==> src/rtl/dram_bus_bridge_if.sv <==
// Memory-side request/grant bus between the DRAM bridge and the memory system.
// The request fields (req/we/addr/wdata/wmask) flow master->slave. The grant
// and response fields (gnt/rvalid/rdata) flow slave->master.
interface dram_bus_bridge_if;
  logic        req;
  logic        we;
  logic [31:0] addr;
  logic [31:0] wdata;
  logic [3:0]  wmask;
  logic        gnt;
  logic        rvalid;
  logic [31:0] rdata;

  modport master (
    output req, we, addr, wdata, wmask,
    input  gnt, rvalid, rdata
  );

  modport slave (
    input  req, we, addr, wdata, wmask,
    output gnt, rvalid, rdata
  );
endinterface

==> src/rtl/dram_bus_bridge.sv <==
// DRAM bus bridge.
// The CPU data port issues a single-cycle access. This block turns that access
// into a req/gnt + rvalid bus transaction. It stalls the CPU until the
// transaction completes, returns the read data in a register, and flags an
// access that timed out.
module dram_bus_bridge #(
  parameter int unsigned TIMEOUT  = 64,
  parameter logic [31:0] ERR_DATA = 32'h0000_0000
) (
  input  logic        clk,
  input  logic        rst,
  input  logic        i_cpu_en,
  input  logic        i_cpu_wen,
  input  logic [31:0] i_cpu_addr,
  input  logic [31:0] i_cpu_wdata,
  input  logic [3:0]  i_cpu_wmask,
  output logic [31:0] o_cpu_rdata,
  output logic        o_cpu_stall,
  output logic        o_cpu_err,
  dram_bus_bridge_if.master mem_bus
);

  // The counter is at least one bit wide, so that TIMEOUT=0 (timeout disabled)
  // still elaborates.
  localparam int unsigned     CW      = (TIMEOUT > 0) ? $clog2(TIMEOUT + 1) : 1;
  localparam logic [CW-1:0]   TO_LAST = CW'((TIMEOUT > 0) ? (TIMEOUT - 1) : 0);
  localparam bit              TO_EN   = (TIMEOUT > 0);

  typedef enum logic [1:0] {
    S_IDLE = 2'd0,
    S_REQ  = 2'd1,
    S_RESP = 2'd2,
    S_DONE = 2'd3
  } state_t;

  state_t        r_state;
  state_t        w_next;
  logic          r_we;
  logic [31:0]   r_addr;
  logic [31:0]   r_wdata;
  logic [3:0]    r_wmask;
  logic [31:0]   r_rdata;
  logic          r_err;
  logic [CW-1:0] r_cnt;

  logic          w_capture;
  logic          w_timeout;
  logic          w_to_done;
  logic          w_rd_done;
  logic          w_cnt_sat;

  // The bus address is word-aligned, so the CPU byte offset is not used here.
  logic          w_unused_addr;
  assign w_unused_addr = ^i_cpu_addr[1:0];

  assign w_capture = (r_state == S_IDLE) && i_cpu_en;
  assign w_cnt_sat = (r_cnt == {CW{1'b1}});
  assign w_timeout = TO_EN && (r_cnt == TO_LAST);

  // Next-state decode. A response in RESP takes priority over a timeout that
  // expires in the same cycle.
  always_comb begin
    // NOTE: every signal gets a default before the case, so no path leaves one unassigned and no latch is inferred.
    w_next    = r_state;
    w_to_done = 1'b0;
    w_rd_done = 1'b0;
    unique case (r_state)
      S_IDLE: begin
        if (i_cpu_en) w_next = S_REQ;
      end
      S_REQ: begin
        if (w_timeout) begin
          w_next    = S_DONE;
          w_to_done = 1'b1;
        end else if (mem_bus.gnt) begin
          w_next = S_RESP;
        end
      end
      S_RESP: begin
        if (mem_bus.rvalid) begin
          w_next    = S_DONE;
          w_rd_done = 1'b1;
        end else if (w_timeout) begin
          w_next    = S_DONE;
          w_to_done = 1'b1;
        end
      end
      S_DONE: begin
        w_next = S_IDLE;
      end
      default: begin
        w_next = S_IDLE;
      end
    endcase
  end

  // State register. The asynchronous reset abandons any transaction in flight.
  always_ff @(posedge clk or negedge rst) begin
    // NOTE: sequential state uses non-blocking assignment, so every register samples its pre-edge inputs.
    if (!rst) r_state <= S_IDLE;
    else      r_state <= w_next;
  end

  // Request registers, captured once when an access is accepted in IDLE.
  // They hold the bus fields stable for the rest of the transaction.
  always_ff @(posedge clk or negedge rst) begin
    if (!rst) begin
      r_we    <= 1'b0;
      r_addr  <= 32'h0;
      r_wdata <= 32'h0;
      r_wmask <= 4'b0000;
    end else if (w_capture) begin
      r_we    <= i_cpu_wen;
      r_addr  <= {i_cpu_addr[31:2], 2'b00};
      r_wdata <= i_cpu_wdata;
      r_wmask <= i_cpu_wen ? i_cpu_wmask : 4'b0000;
    end
  end

  // Timeout counter: counts the cycles spent in REQ/RESP and saturates.
  // It is cleared outside the transaction.
  always_ff @(posedge clk or negedge rst) begin
    if (!rst) begin
      r_cnt <= '0;
    end else if (r_state == S_REQ || r_state == S_RESP) begin
      if (!w_cnt_sat) r_cnt <= r_cnt + CW'(1);
    end else begin
      r_cnt <= '0;
    end
  end

  // Read data returned to the CPU. A load gets the bus data or, after a timeout,
  // ERR_DATA. A store leaves the read data untouched.
  always_ff @(posedge clk or negedge rst) begin
    if (!rst) begin
      r_rdata <= 32'h0;
    end else if (!r_we) begin
      if (w_rd_done)      r_rdata <= mem_bus.rdata;
      else if (w_to_done) r_rdata <= ERR_DATA;
    end
  end

  // Error flag: high only in the DONE cycle entered through a timeout.
  always_ff @(posedge clk or negedge rst) begin
    if (!rst) r_err <= 1'b0;
    else      r_err <= w_to_done;
  end

  assign o_cpu_stall   = w_capture || (r_state == S_REQ) || (r_state == S_RESP);
  assign o_cpu_rdata   = r_rdata;
  assign o_cpu_err     = r_err;

  assign mem_bus.req   = (r_state == S_REQ);
  assign mem_bus.we    = r_we;
  assign mem_bus.addr  = r_addr;
  assign mem_bus.wdata = r_wdata;
  assign mem_bus.wmask = r_wmask;

endmodule

==> src/flat_wrapper.sv <==
// flat-port wrapper written by rule: the top's interface ports become plain ports
module dram_bus_bridge_flat 
#(
  parameter int unsigned TIMEOUT  = 64,
  parameter logic [31:0] ERR_DATA = 32'h0000_0000
)
  (clk, rst, i_cpu_en, i_cpu_wen, i_cpu_addr, i_cpu_wdata, i_cpu_wmask, o_cpu_rdata, o_cpu_stall, o_cpu_err, mem_bus_req, mem_bus_we, mem_bus_addr, mem_bus_wdata, mem_bus_wmask, mem_bus_gnt, mem_bus_rvalid, mem_bus_rdata);
  dram_bus_bridge_if mem_bus_i ();
  input  logic clk;
  input  logic rst;
  input  logic i_cpu_en;
  input  logic i_cpu_wen;
  input  logic [31:0] i_cpu_addr;
  input  logic [31:0] i_cpu_wdata;
  input  logic [3:0] i_cpu_wmask;
  output logic [31:0] o_cpu_rdata;
  output logic o_cpu_stall;
  output logic o_cpu_err;
  output wire logic [$bits(mem_bus_i.req)-1:0] mem_bus_req;
  output wire logic [$bits(mem_bus_i.we)-1:0] mem_bus_we;
  output wire logic [$bits(mem_bus_i.addr)-1:0] mem_bus_addr;
  output wire logic [$bits(mem_bus_i.wdata)-1:0] mem_bus_wdata;
  output wire logic [$bits(mem_bus_i.wmask)-1:0] mem_bus_wmask;
  input wire logic [$bits(mem_bus_i.gnt)-1:0] mem_bus_gnt;
  input wire logic [$bits(mem_bus_i.rvalid)-1:0] mem_bus_rvalid;
  input wire logic [$bits(mem_bus_i.rdata)-1:0] mem_bus_rdata;
  assign mem_bus_req = mem_bus_i.req;
  assign mem_bus_we = mem_bus_i.we;
  assign mem_bus_addr = mem_bus_i.addr;
  assign mem_bus_wdata = mem_bus_i.wdata;
  assign mem_bus_wmask = mem_bus_i.wmask;
  assign mem_bus_i.gnt = mem_bus_gnt;
  assign mem_bus_i.rvalid = mem_bus_rvalid;
  assign mem_bus_i.rdata = mem_bus_rdata;
  dram_bus_bridge #(.TIMEOUT(TIMEOUT), .ERR_DATA(ERR_DATA)) u_core (.clk(clk), .rst(rst), .i_cpu_en(i_cpu_en), .i_cpu_wen(i_cpu_wen), .i_cpu_addr(i_cpu_addr), .i_cpu_wdata(i_cpu_wdata), .i_cpu_wmask(i_cpu_wmask), .o_cpu_rdata(o_cpu_rdata), .o_cpu_stall(o_cpu_stall), .o_cpu_err(o_cpu_err), .mem_bus(mem_bus_i));
endmodule
==> config.mk <==
export PLATFORM = sky130hd
export DESIGN_NAME = dram_bus_bridge_flat
export DESIGN_NICKNAME = d
export VERILOG_FILES = /design/src/rtl/dram_bus_bridge_if.sv /design/src/rtl/dram_bus_bridge.sv /design/src/flat_wrapper.sv
export SDC_FILE = /design/constraint.sdc
export NUM_CORES = 1
export LEC_CHECK = 0
export ABC_AREA = 1
export ABC_CLOCK_PERIOD_IN_PS = 1600
export BUFFER_PORTS_ARGS = -buffer_cell sky130_fd_sc_hd__buf_2
export CORE_MARGIN = 2
export CORE_UTILIZATION = 42
export DETAILED_ROUTE_END_ITERATION = 10
export GPL_TIMING_DRIVEN = 0
export HOLD_SLACK_MARGIN = 0.06
export PLACE_DENSITY = 0.76
export REMOVE_ABC_BUFFERS = 1
export SETUP_SLACK_MARGIN = 0.02
export SLEW_MARGIN = 20
export SYNTH_ARGS = -nofsm -noshare
export SYNTH_HDL_FRONTEND = slang
export SYNTH_SLANG_ARGS = --single-unit
==> constraint.sdc <==
create_clock -name clk -period 1.6 [get_ports clk]
set_input_delay 0.32 -clock clk [delete_from_list [all_inputs] [get_ports clk]]
set_output_delay 0.32 -clock clk [all_outputs]
set_load 0.01 [all_outputs]
==> out/metrics.yaml, run 1 <==
outcome:
  status: "finished with violations"
  failed_checks: "negative setup slack"
critical_path:
  worstSetupPathType: "reg -> out"
  cp-endpoint: "o_cpu_stall"
  cp-end-kind: "primary output"
  crit_path_start: "u_core.r_state[1]"
  critPathMaxStageDelay_ns: 0.44
  crit_top_cell: "buf_6"
  crit_buf_inv: 2
  rrSetupSlack_ns: -0.09
  cp-start-kind: "flip-flop"
  path_depth: 5
  path_delay_family: "flip-flops"
  worstPathCellList: "buf_6 > ha_4 > nor2_4 > nand2_4 > buf_6"
  r2r-end: "u_core.o_cpu_rdata[20]"
  worstPathRequired_ns: 1.28
  cp_max_fo: 4
  arrival_ns: 1.39
  ff2ff_path_depth: 9
  rr_startpoint: "u_core.r_state[1]"
  cp_slowest_cell: "dfrtp_1"
clock_tree:
  clockBufferDepth: 2
  cts_tree: "yes"
  path_clk_slew_ns: 0.10
  cts_root_buffer: "clkbuf_8"
  cts_buffers: 9
  cts_sinks: 109
  clk_latency_ns: 0.36
  htreeDepth: 3
global_route:
  grt_pass1_wl_um: 19200
  first_global_vias: 3977
  grt_max_degree: 66
  grtUsageTotal: 0.210
  grt-ovfl-total: 0
  antenna_found_initial: 0
floorplan:
  io_pins: 210
  die_area_um2: 11800
  design.core.area_um2: 10700
  die_w_um: 109
  die_h_um: 109
  initial_utilization: 0.428
  num_rows: 38
logic_synthesis:
  ys_types: 25
  synth_mux_area_frac: 0
  synth_xor_area_frac: 0
  synth_seq_cells: 109
  synth_compound_area_frac: 0.0185
  synth_top_family_by_area: "simple AND/OR/NAND/NOR gates"
  netlist_area_um2: 4600
  synthSimpleGateAreaFrac: 0.328
  ys_seq_area_frac: 0.593
  synth_area_per_cell_um2: 9.13
  synth_warnings: 0
  syn-instance-count: 504
  synth_fa_ha_area_frac: 0.0136
layout:
  multi_input_area_um2: 1810
  diodes: 0
  fillers: 900
  utilization: 0.591
  drive_above_1_share: 0.415
  area_growth_pct: 37.9
  seqCellArea_um2: 2730
  nNetsFinal: 839
drt:
  first_pass_iters: 6
  drtAntennaViolNets: 0
  wl_per_cell_um: 14.1
  vias: 4160
  met1Wirelength_um: 4980
  route.met2.wl_um: 6100
  drt_iter0_drc: 260
  top_layer_used: "met4"
  wl_met3_um: 962
  drt-total-wl_um: 12300
  vias_per_cell: 4.77
  route.detailed.drc: 0
placement:
  gp_congestion: 0.811
  io_buffers: 205
  hpwl_um: 7360
  post-place-ws_ns: -1.40
min_path:
  hold_path.class: "in -> reg"
pwr:
  power_density_nw_per_um2: 1840
  peakVddDrop_mv: 0.819
  leakagePower_nw: 3.62
sta:
  final.setup_skew_ns: 0.0101
  setup_violations: 20
  hold_violations: 0
  fin_crit_ns: 1.71
  max_freq_ghz: 0.585
  slew_headroom: 0.600
  drv_slew: 0
  finalWorstSetupSlack_ns: -0.109
  fin_crit_sh: 1.07
  rsz0062_at_grt: "true"
  tightest_slew_ns: 0.599
flow_run:
  maxCapViolations: 0
## cell usage in the layout (no fill, tap or decap), types with 4 or more instances in the layout
cell and n:
buf_4 16, buf_2 202, nand2_1 275, nor2_1 7, o21ai_0 9, clkinvlp_4 4
dfrtp_1 108, buf_6 7, nand3_4 5, clkbuf_8 9, nand3_2 30, inv_1 8
nand3_1 11
## worst min path at each step
stage / from / end / slack (ns) / cells after the start
after floorplan: rst / u_core.mem_bus.addr[10] / 0.02 / 0
after global placement: u_core.mem_bus.addr[4] / u_core.mem_bus.addr[4] / 0.46 / 2
after detailed placement: rst / u_core.o_cpu_rdata[19] / 0.35 / 1
after CTS: i_cpu_addr[11] / u_core.mem_bus.addr[11] / 0.12 / 3
after global routing: i_cpu_addr[11] / u_core.mem_bus.addr[11] / 0.13 / 3
final: i_cpu_addr[11] / u_core.mem_bus.addr[11] / 0.15 / 3
## tightest hold or removal path, cell delays in order
cell     delay, ns
buf_2         0.07
nand2_1       0.04
nand2_1       0.04
## cell usage after synthesis, drive strengths merged
library cell | number | area [um2]
nand2 | 278 | 1040
dfrtp | 109 | 2730
nand3 | 44 | 400
buf | 18 | 135
inv | 14 | 52.6
o21ai | 11 | 55.1
nor2 | 10 | 47.6
clkbuf | 7 | 26.3
ha | 5 | 62.6
a21oi | 1 | 8.76
a31oi | 1 | 6.26
and2 | 1 | 6.26
conb | 1 | 3.75
nand4 | 1 | 6.26
o211ai | 1 | 7.51
o21bai | 1 | 7.51
or2 | 1 | 6.26
## stage by stage
step / power [mW] / hold slack, ns / setup TNS, ns / area (um2) / cells
2_1_floorplan: 7.13 / 0.0244 / -99.75 / 4450 / 480
3_3_place_gp: 8.89 / 0.457 / -284.34 / 5650 / 825
3_5_place_dp: 9.08 / 0.347 / -91.18 / 5680 / 826
4_1_cts: 11.6 / 0.123 / -0.251 / 6280 / 870
5_1_grt: 12.6 / 0.132 / -6.59 / 6350 / 873
6_report: 11.7 / 0.145 / -1.32 / 6350 / 873
## power by group
group	switching, mW	internal [mW]
logic	3.00	2.23
registers	0.721	3.97
clock network	0.914	0.874
## sequential cells by signal, indices dropped and copies added, names as in the netlist
signal,cells
u_core.o_cpu_rdata,32
u_core.mem_bus.we,1
u_core.mem_bus.wmask,4
u_core.r_cnt,7
u_core.r_state,2
u_core.o_cpu_err,1
u_core.mem_bus.addr,30
u_core.mem_bus.wdata,32
## timing repair
action	in CTS	in global routing
resized for setup	27	12
buffers inserted	20	3
pin swaps	8	4
cloned	7	0
hold buffers	1	0
setup endpoints to repair	101	97
hold endpoints to repair	64	0
## metal layers
layer  vias up  track usage
li1       2003            -
met1      1948        0.248
met2       182        0.366
met3        27       0.0520
met4         0       0.0842
met5         -            0
## kinds of logic (layout without fill, tap and decap cells)
kind of cell               count (synthesis)  after routing
AOI/OAI and AO/OA                         15             15
buffers and inverters                     39            263
and+or+nand+nor                          335            339
other                                      1              2
adders and majority gates                  5              5
DFF                                      109            109
## cell type report
cell class,count,share of cell area
sequential,109,0.430
multi-input combinational,361,0.285
timing repair buffer,232,0.212
tap,140,0.0276
clock buffer,9,0.0195
clock inverter,7,0.0142
inverter,14,0.0101
timing repair inverter,1,0.00118
(Power assumes the default switching activity.)
==> run 2, diff against run 1 <==
--- a/config.mk
+++ b/config.mk
@@ -7,13 +7,13 @@
 export LEC_CHECK = 0
 export ABC_AREA = 1
 export ABC_CLOCK_PERIOD_IN_PS = 1600
-export BUFFER_PORTS_ARGS = -buffer_cell sky130_fd_sc_hd__buf_2
 export CORE_MARGIN = 2
-export CORE_UTILIZATION = 42
+export CORE_UTILIZATION = 57
 export DETAILED_ROUTE_END_ITERATION = 10
+export DONT_BUFFER_PORTS = 1
 export GPL_TIMING_DRIVEN = 0
 export HOLD_SLACK_MARGIN = 0.06
-export PLACE_DENSITY = 0.76
+export PLACE_DENSITY = 0.75
 export REMOVE_ABC_BUFFERS = 1
 export SETUP_SLACK_MARGIN = 0.02
 export SLEW_MARGIN = 20
==> run 2 against run 1 <==
Net effect:
- the flow finishes with violations (negative hold slack, negative setup slack)
- critical endpoint is now u_core.o_cpu_rdata[15]
- sequential power is 18% higher
- combinational power is 35% lower
- critical path depth up 4
- clock skew rose by 0.0012 ns
- wire length fell by 4.6%
- highest routed layer unchanged
- clock power fell by 16%
==> out/metrics.yaml, run 2 (synthesis results as in run 1) <==
sta:
  rsz0062_at_grt: "true"  # unchanged
  final.setup_skew_ns: 0.0112  # was 0.0101 ns
  setup_violations: 18  # was 20
  hold_violations: 109  # was 0
  finalWorstSetupSlack_ns: -0.0231  # was -0.109 ns
  drv_slew: 0  # unchanged
  fin_crit_ns: 1.62  # was 1.71 ns
  setup_tns_ns: -0.208  # was -1.32 ns
  max_freq_ghz: 0.616  # was 0.585 GHz
  hold-worst-slack_ns: -0.342  # was 0.145 ns
  fin_crit_sh: 1.01  # was 1.07
floorplan:
  die_h_um: 93.9  # was 109 um
  die_area_um2: 8810  # was 11800 um2
  design.core.area_um2: 7770  # was 10700 um2
  die_w_um: 93.9  # was 109 um
  initial_utilization: 0.593  # was 0.428
  num_rows: 32  # was 38
  io_pins: 210  # unchanged
critical_path:
  worstPathCellList: "inv_2 > ha_4 > nand2_4 > a21oi_4 > buf_6 > nand3_4 > buf_8 > nand3_2 > nand2_1"  # was buf_6 > ha_4 > nor2_4 > nand2_4 > buf_6
  cp_slowest_cell: "dfrtp_1"  # unchanged
  arrival_ns: 1.87  # was 1.39 ns
  cp-start-kind: "flip-flop"  # unchanged
  worstSetupPathType: "reg -> reg"  # was reg -> out
  path_delay_family: "buffers and inverters"  # was flip-flops
  critPathMaxStageDelay_ns: 0.44  # about the same
  cp-end-kind: "flip-flop"  # was primary output
  crit_buf_inv: 3  # was 2
  cp_max_fo: 9  # was 4
  worstPathRequired_ns: 1.84  # was 1.28 ns
global_route:
  grt_pass1_wl_um: 17500  # was 19200 um
  grtUsageTotal: 0.260  # was 0.210
  antenna_found_initial: 0  # unchanged
  grt_max_degree: 110  # was 66
  grt-ovfl-total: 0  # unchanged
  first_global_vias: 3510  # was 3977
drt:
  vias: 3496  # was 4160
  first_pass_iters: 4  # was 6
  drt_iter0_drc: 170  # was 260
  drtAntennaViolNets: 0  # unchanged
  wl_per_cell_um: 18.4  # was 14.1 um
  drt-total-wl_um: 11800  # was 12300 um
  vias_per_cell: 5.46  # was 4.77
  route.detailed.drc: 0  # unchanged
placement:
  gp_congestion: 0.816  # was 0.811
  dpl_cell_area_um2: 4580  # was 5680 um2
  hpwl_um: 6690  # was 7360 um
  io_buffers: 0  # was 205
flow_run:
  maxCapViolations: 0  # unchanged
clock_tree:
  cts_root_buffer: "clkbuf_8"  # unchanged
  clockBufferDepth: 2  # unchanged
  cts_buffers: 9  # unchanged
  cts_sinks: 109  # unchanged
  clk_latency_ns: 0.35  # was 0.36 ns
  cts_tree: "yes"  # unchanged
  htreeDepth: 3  # unchanged
  path_clk_slew_ns: 0.10  # about the same
outcome:
  failed_checks: "negative hold slack, negative setup slack"  # was negative setup slack
  status: "finished with violations"  # unchanged
min_path:
  hold_path.class: "in -> async"  # was in -> reg
layout:
  fillers: 565  # was 900
  diodes: 0  # unchanged
  nNetsFinal: 644  # was 839
  area_growth_pct: 16.0  # was 37.9%
  stdcell_area_um2: 5340  # was 6350 um2
  final_cell_mix: "270 x nand2_1, 109 x dfrtp_1, 31 x nand3_2"  # was 275 x nand2_1, 202 x buf_2, 108 x dfrtp_1
  layout_commonest_cell: "nand2_1"  # unchanged
  drive_above_1_share: 0.201  # was 0.415
pwr:
  power_density_nw_per_um2: 1960  # was 1840 nW/um2
  peakVddDrop_mv: 0.970  # was 0.819 mV
  leakagePower_nw: 2.76  # was 3.62 nW
-- run 2: changes by cell type in the layout (fill, tap and decap cells not counted), sizes merged --
cell / before / now
buf: 231 / 30
bufinv: 2 / 0
clkbuf: 9 / 11
clkinv: 3 / 2
clkinvlp: 4 / 5
dlygate4sd3: 1 / 7
-- run 2: final cells by class --
class | count | area, um2 | share of cell area
clock buffers | 11 | 141 | 0.0265
clock inverters | 5 | 36.3 | 0.00680
inverters | 14 | 66.3 | 0.0124
multi-input cells | 361 | 1850 | 0.347
flip-flops and latches | 109 | 2730 | 0.511
well taps | 102 | 128 | 0.0239
repair buffers | 37 | 382 | 0.0715
repair inverters | 1 | 7.51 | 0.00141
-- run 2: final timing paths --
check,start,endpoint,slack [ns],depth (start not counted)
setup / recovery,u_core.r_state[0],u_core.o_cpu_rdata[15],-0.02,9
max in group asynchronous,rst,u_core.o_cpu_rdata[19],1.75,0
hold reg to reg,u_core.mem_bus.addr[30],u_core.mem_bus.addr[30],0.56,2
setup reg to reg,u_core.r_state[0],u_core.o_cpu_rdata[15],-0.02,9
hold / removal,rst,u_core.o_cpu_rdata[17],-0.34,0
min in group clk,i_cpu_addr[19],u_core.mem_bus.addr[19],0.07,2
-- run 2: report_power, final --
group | total (mW) | switching [mW] | leakage (nW) | internal [mW]
Sequential | 5.53 | 1.56 | 1.38 | 3.97
Clock | 1.51 | 0.903 | 0.0815 | 0.611
Combinational | 3.40 | 1.95 | 1.31 | 1.45
Total | 10.4 | 4.42 | 2.76 | 6.03
-- run 2: what timing repair did --
action | CTS | global route
pin swaps | 7 | 6
setup buffers | 23 | 6
resized for setup | 27 | 21
hold buffers | 4 | 3
endpoints found under the hold margin | 113 | 112
endpoints found under the setup margin | 100 | 40
gates cloned | 6 | 0
-- run 2: per-stage QoR --
stage	power, mW	worst slack (ns)	utilization	std cells
2_1_floorplan	7.13	-1.23	-	480
3_3_place_gp	7.71	-2.25	0.589	582
3_5_place_dp	7.89	-1.39	0.590	582
4_1_cts	10.1	-0.000223	0.668	631
5_1_grt	11.1	-0.102	0.687	640
6_report	10.4	-0.0231	0.687	640
-- run 2: layer usage --
metal  part of all wire  vias up  wire length [um]  global-route usage
met5                  0        -                 0                   0
met4              0.031        0               366               0.100
met3               0.10       29              1200              0.0923
met2               0.51      204              5990               0.452
met1               0.36     1647              4200               0.292
li1                   -     1616                 -                   -
-- run 2: worst register-to-register path: cells and delay by family (launching register included) --
kind / cells / cell delay, ns
AOI/OAI and AO/OA: 1 / 0.17
adders and majority gates: 1 / 0.20
buffers and inverters: 3 / 0.45
DFF: 1 / 0.44
and+or+nand+nor: 4 / 0.28
==> run 3, diff against run 2 <==
--- a/config.mk
+++ b/config.mk
@@ -13,7 +13,7 @@
 export DONT_BUFFER_PORTS = 1
 export GPL_TIMING_DRIVEN = 0
 export HOLD_SLACK_MARGIN = 0.06
-export PLACE_DENSITY = 0.75
+export PLACE_DENSITY = 0.72
 export REMOVE_ABC_BUFFERS = 1
 export SETUP_SLACK_MARGIN = 0.02
 export SLEW_MARGIN = 20
==> run 3 against run 2 <==
Net effect:
- cell count up 5.3%
- critical path depth is the same
- the run still ends with negative hold slack, negative setup slack left
- register-to-register slack got worse by 0.02 ns
- highest routed layer unchanged
- core utilization increased by 4.8 points
- flip-flop and latch count stayed put
==> out/metrics.yaml, run 3 (synthesis results as in run 1) <==
drt:
  drtAntennaViolNets: 0  # unchanged
  vias_per_cell: 5.42  # was 5.46
  drt-total-wl_um: 12500  # was 11800 um
  drt_iter0_drc: 127  # was 170
  first_pass_iters: 4  # unchanged
  vias: 3652  # was 3496
  route.detailed.drc: 0  # unchanged
  wl_per_cell_um: 18.5  # was 18.4 um
floorplan:
  num_rows: 32  # unchanged
  initial_utilization: 0.593  # unchanged
  die_w_um: 93.9  # unchanged
  io_pins: 210  # unchanged
  die_h_um: 93.9  # unchanged
  die_area_um2: 8810  # unchanged
  design.core.area_um2: 7770  # unchanged
global_route:
  grt-ovfl-total: 0  # unchanged
  grt_pass1_wl_um: 19000  # was 17500 um
  grt_max_degree: 110  # unchanged
  first_global_vias: 3892  # was 3510
  antenna_found_initial: 0  # unchanged
  grtUsageTotal: 0.282  # was 0.260
layout:
  fillers: 529  # was 565
  layout_commonest_cell: "nand2_1"  # unchanged
  nNetsFinal: 678  # was 644
  seqCellArea_um2: 2730  # about the same
  fin_cells: 674  # was 640
  diodes: 0  # unchanged
  drive_above_1_share: 0.178  # was 0.201
  multi_input_area_um2: 1840  # was 1850 um2
  final_cell_mix: "272 x nand2_1, 108 x dfrtp_1, 46 x dlygate4sd3_1"  # was 270 x nand2_1, 109 x dfrtp_1, 31 x nand3_2
  area_growth_pct: 24.1  # was 16.0%
critical_path:
  rrSetupSlack_ns: -0.04  # was -0.02 ns
  arrival_ns: 1.90  # was 1.87 ns
  r2r-end: "u_core.o_cpu_rdata[18]"  # was u_core.o_cpu_rdata[15]
  crit_path_start: "u_core.r_state[1]"  # was u_core.r_state[0]
  cp_max_fo: 7  # was 9
  cp-start-kind: "flip-flop"  # unchanged
  cp-endpoint: "u_core.o_cpu_rdata[18]"  # was u_core.o_cpu_rdata[15]
  worstSetupPathType: "reg -> reg"  # unchanged
  rr_startpoint: "u_core.r_state[1]"  # was u_core.r_state[0]
  cp-end-kind: "flip-flop"  # unchanged
  ff2ff_path_depth: 9  # unchanged
  worstPathRequired_ns: 1.85  # was 1.84 ns
pwr:
  switching_share: 0.420  # was 0.423
  p_int_mw: 6.14  # was 6.03 mW
  power_frac_comb: 0.311  # was 0.326
  leakagePower_nw: 2.92  # was 2.76 nW
  p_switching_mw: 4.44  # was 4.42 mW
  p_total_mw: 10.6  # was 10.4 mW
  p_seq_frac: 0.527  # was 0.529
  clkPwrFrac: 0.162  # was 0.145
  peakVddDrop_mv: 0.972  # was 0.970 mV
  power_density_nw_per_um2: 1850  # was 1960 nW/um2
sta:
  hold_violations: 109  # unchanged
  fin_crit_sh: 1.03  # was 1.01
  drv_slew: 0  # unchanged
  fin_crit_ns: 1.64  # was 1.62 ns
  rsz0062_at_grt: "true"  # unchanged
  setup_violations: 16  # was 18
  hold-worst-slack_ns: -0.354  # was -0.342 ns
  finalWorstSetupSlack_ns: -0.0435  # was -0.0231 ns
  final.setup_skew_ns: 0.00844  # was 0.0112 ns
  max_freq_ghz: 0.608  # was 0.616 GHz
clock_tree:
  cts_root_buffer: "clkbuf_8"  # unchanged
  path_clk_slew_ns: 0.10  # about the same
  cts_buffers: 9  # unchanged
  clockBufferDepth: 2  # unchanged
  htreeDepth: 3  # unchanged
  cts_sinks: 109  # unchanged
  clk_latency_ns: 0.35  # about the same
  cts_tree: "yes"  # unchanged
placement:
  place_inst: 582  # unchanged
  post-place-ws_ns: -1.36  # was -1.39 ns
  gp_congestion: 0.815  # was 0.816
  hpwl_um: 6640  # was 6690 um
  io_buffers: 0  # unchanged
flow_run:
  maxCapViolations: 0  # unchanged
min_path:
  hold_path.class: "in -> async"  # unchanged
outcome:
  status: "finished with violations"  # unchanged
  failed_checks: "negative hold slack, negative setup slack"  # unchanged
==> run 3: cell types whose count changed in the layout (fill, tap and decap cells not counted), moves of 2 or more <==
cell           before  now
dlygate4sd3_1       7   46
buf_4              18   13
clkinvlp_4          5    2
inv_6               1    3
nand2_1           270  272
==> run 3: how the worst min path moves through the flow <==
stage,start,endpoint,slack (ns),depth (start not counted)
floorplan,rst,u_core.mem_bus.addr[10],0.02,0
global placement,rst,u_core.r_state[1],0.03,0
detailed placement,rst,u_core.o_cpu_rdata[10],0.03,0
CTS,rst,u_core.mem_bus.addr[26],-0.37,0
global route,rst,u_core.o_cpu_rdata[29],-0.39,0
finish,rst,u_core.o_cpu_rdata[10],-0.35,0
==> run 3: layer usage <==
metal | global-route usage | vias to the layer above | part of all wire
met2 | 0.523 | 182 | 0.54
met3 | 0.0891 | 8 | 0.093
li1 | - | 1692 | -
met1 | 0.306 | 1770 | 0.36
met5 | 0 | - | 0
met4 | 0.0870 | 0 | 0.0074
==> run 3: power by group through the flow <==
| stage | Combinational (mW) | Sequential, mW | Clock [mW] |
|---|---|---|---|
| 2_1_floorplan | 1.90 | 5.23 | 0 |
| 3_3_place_gp | 2.19 | 5.54 | 0 |
| 3_5_place_dp | 2.37 | 5.54 | 0 |
| 4_1_cts | 3.12 | 5.53 | 1.76 |
| 5_1_grt | 3.72 | 5.70 | 1.87 |
| 6_report | 3.29 | 5.58 | 1.71 |
==> run 3: cell type report <==
cell class	count	share of cell area
Timing Repair Buffer	71	0.128
Sequential cell	109	0.478
Multi-Input combinational cell	361	0.323
Timing Repair inverter	1	0.00131
Inverter	14	0.0116
Tap cell	102	0.0223
Clock buffer	11	0.0248
Clock inverter	5	0.0114
==> run 3: worst max-delay path, stage by stage (launching register included) <==
cell and delay, ns:
dfrtp_1 0.43, inv_2 0.13, ha_4 0.21, inv_4 0.05, a21oi_4 0.19, buf_6 0.14, nand3_4 0.08, buf_8 0.17
nand3_2 0.06, nand2_1 0.06
==> run 3: repair_timing <==
action | 4_1_cts | 5_1_grt
cloned | 6 | 0
endpoints found under the hold margin | 149 | 115
buffers inserted | 22 | 2
endpoints found under the setup margin | 100 | 97
hold buffers | 40 | 6
gates resized for setup | 32 | 13
pin swaps | 17 | 10
==> run 3: metrics by stage <==
stage                util  setup TNS, ns  area, um2  hold slack (ns)
floorplan               -         -99.75       4450           0.0244
global placement    0.589        -179.90       4570           0.0269
detailed placement  0.590         -90.19       4580           0.0267
CTS                 0.719       -0.00484       5590           -0.375
global route        0.735          -1.70       5710           -0.392
finish              0.735         -0.428       5710           -0.354
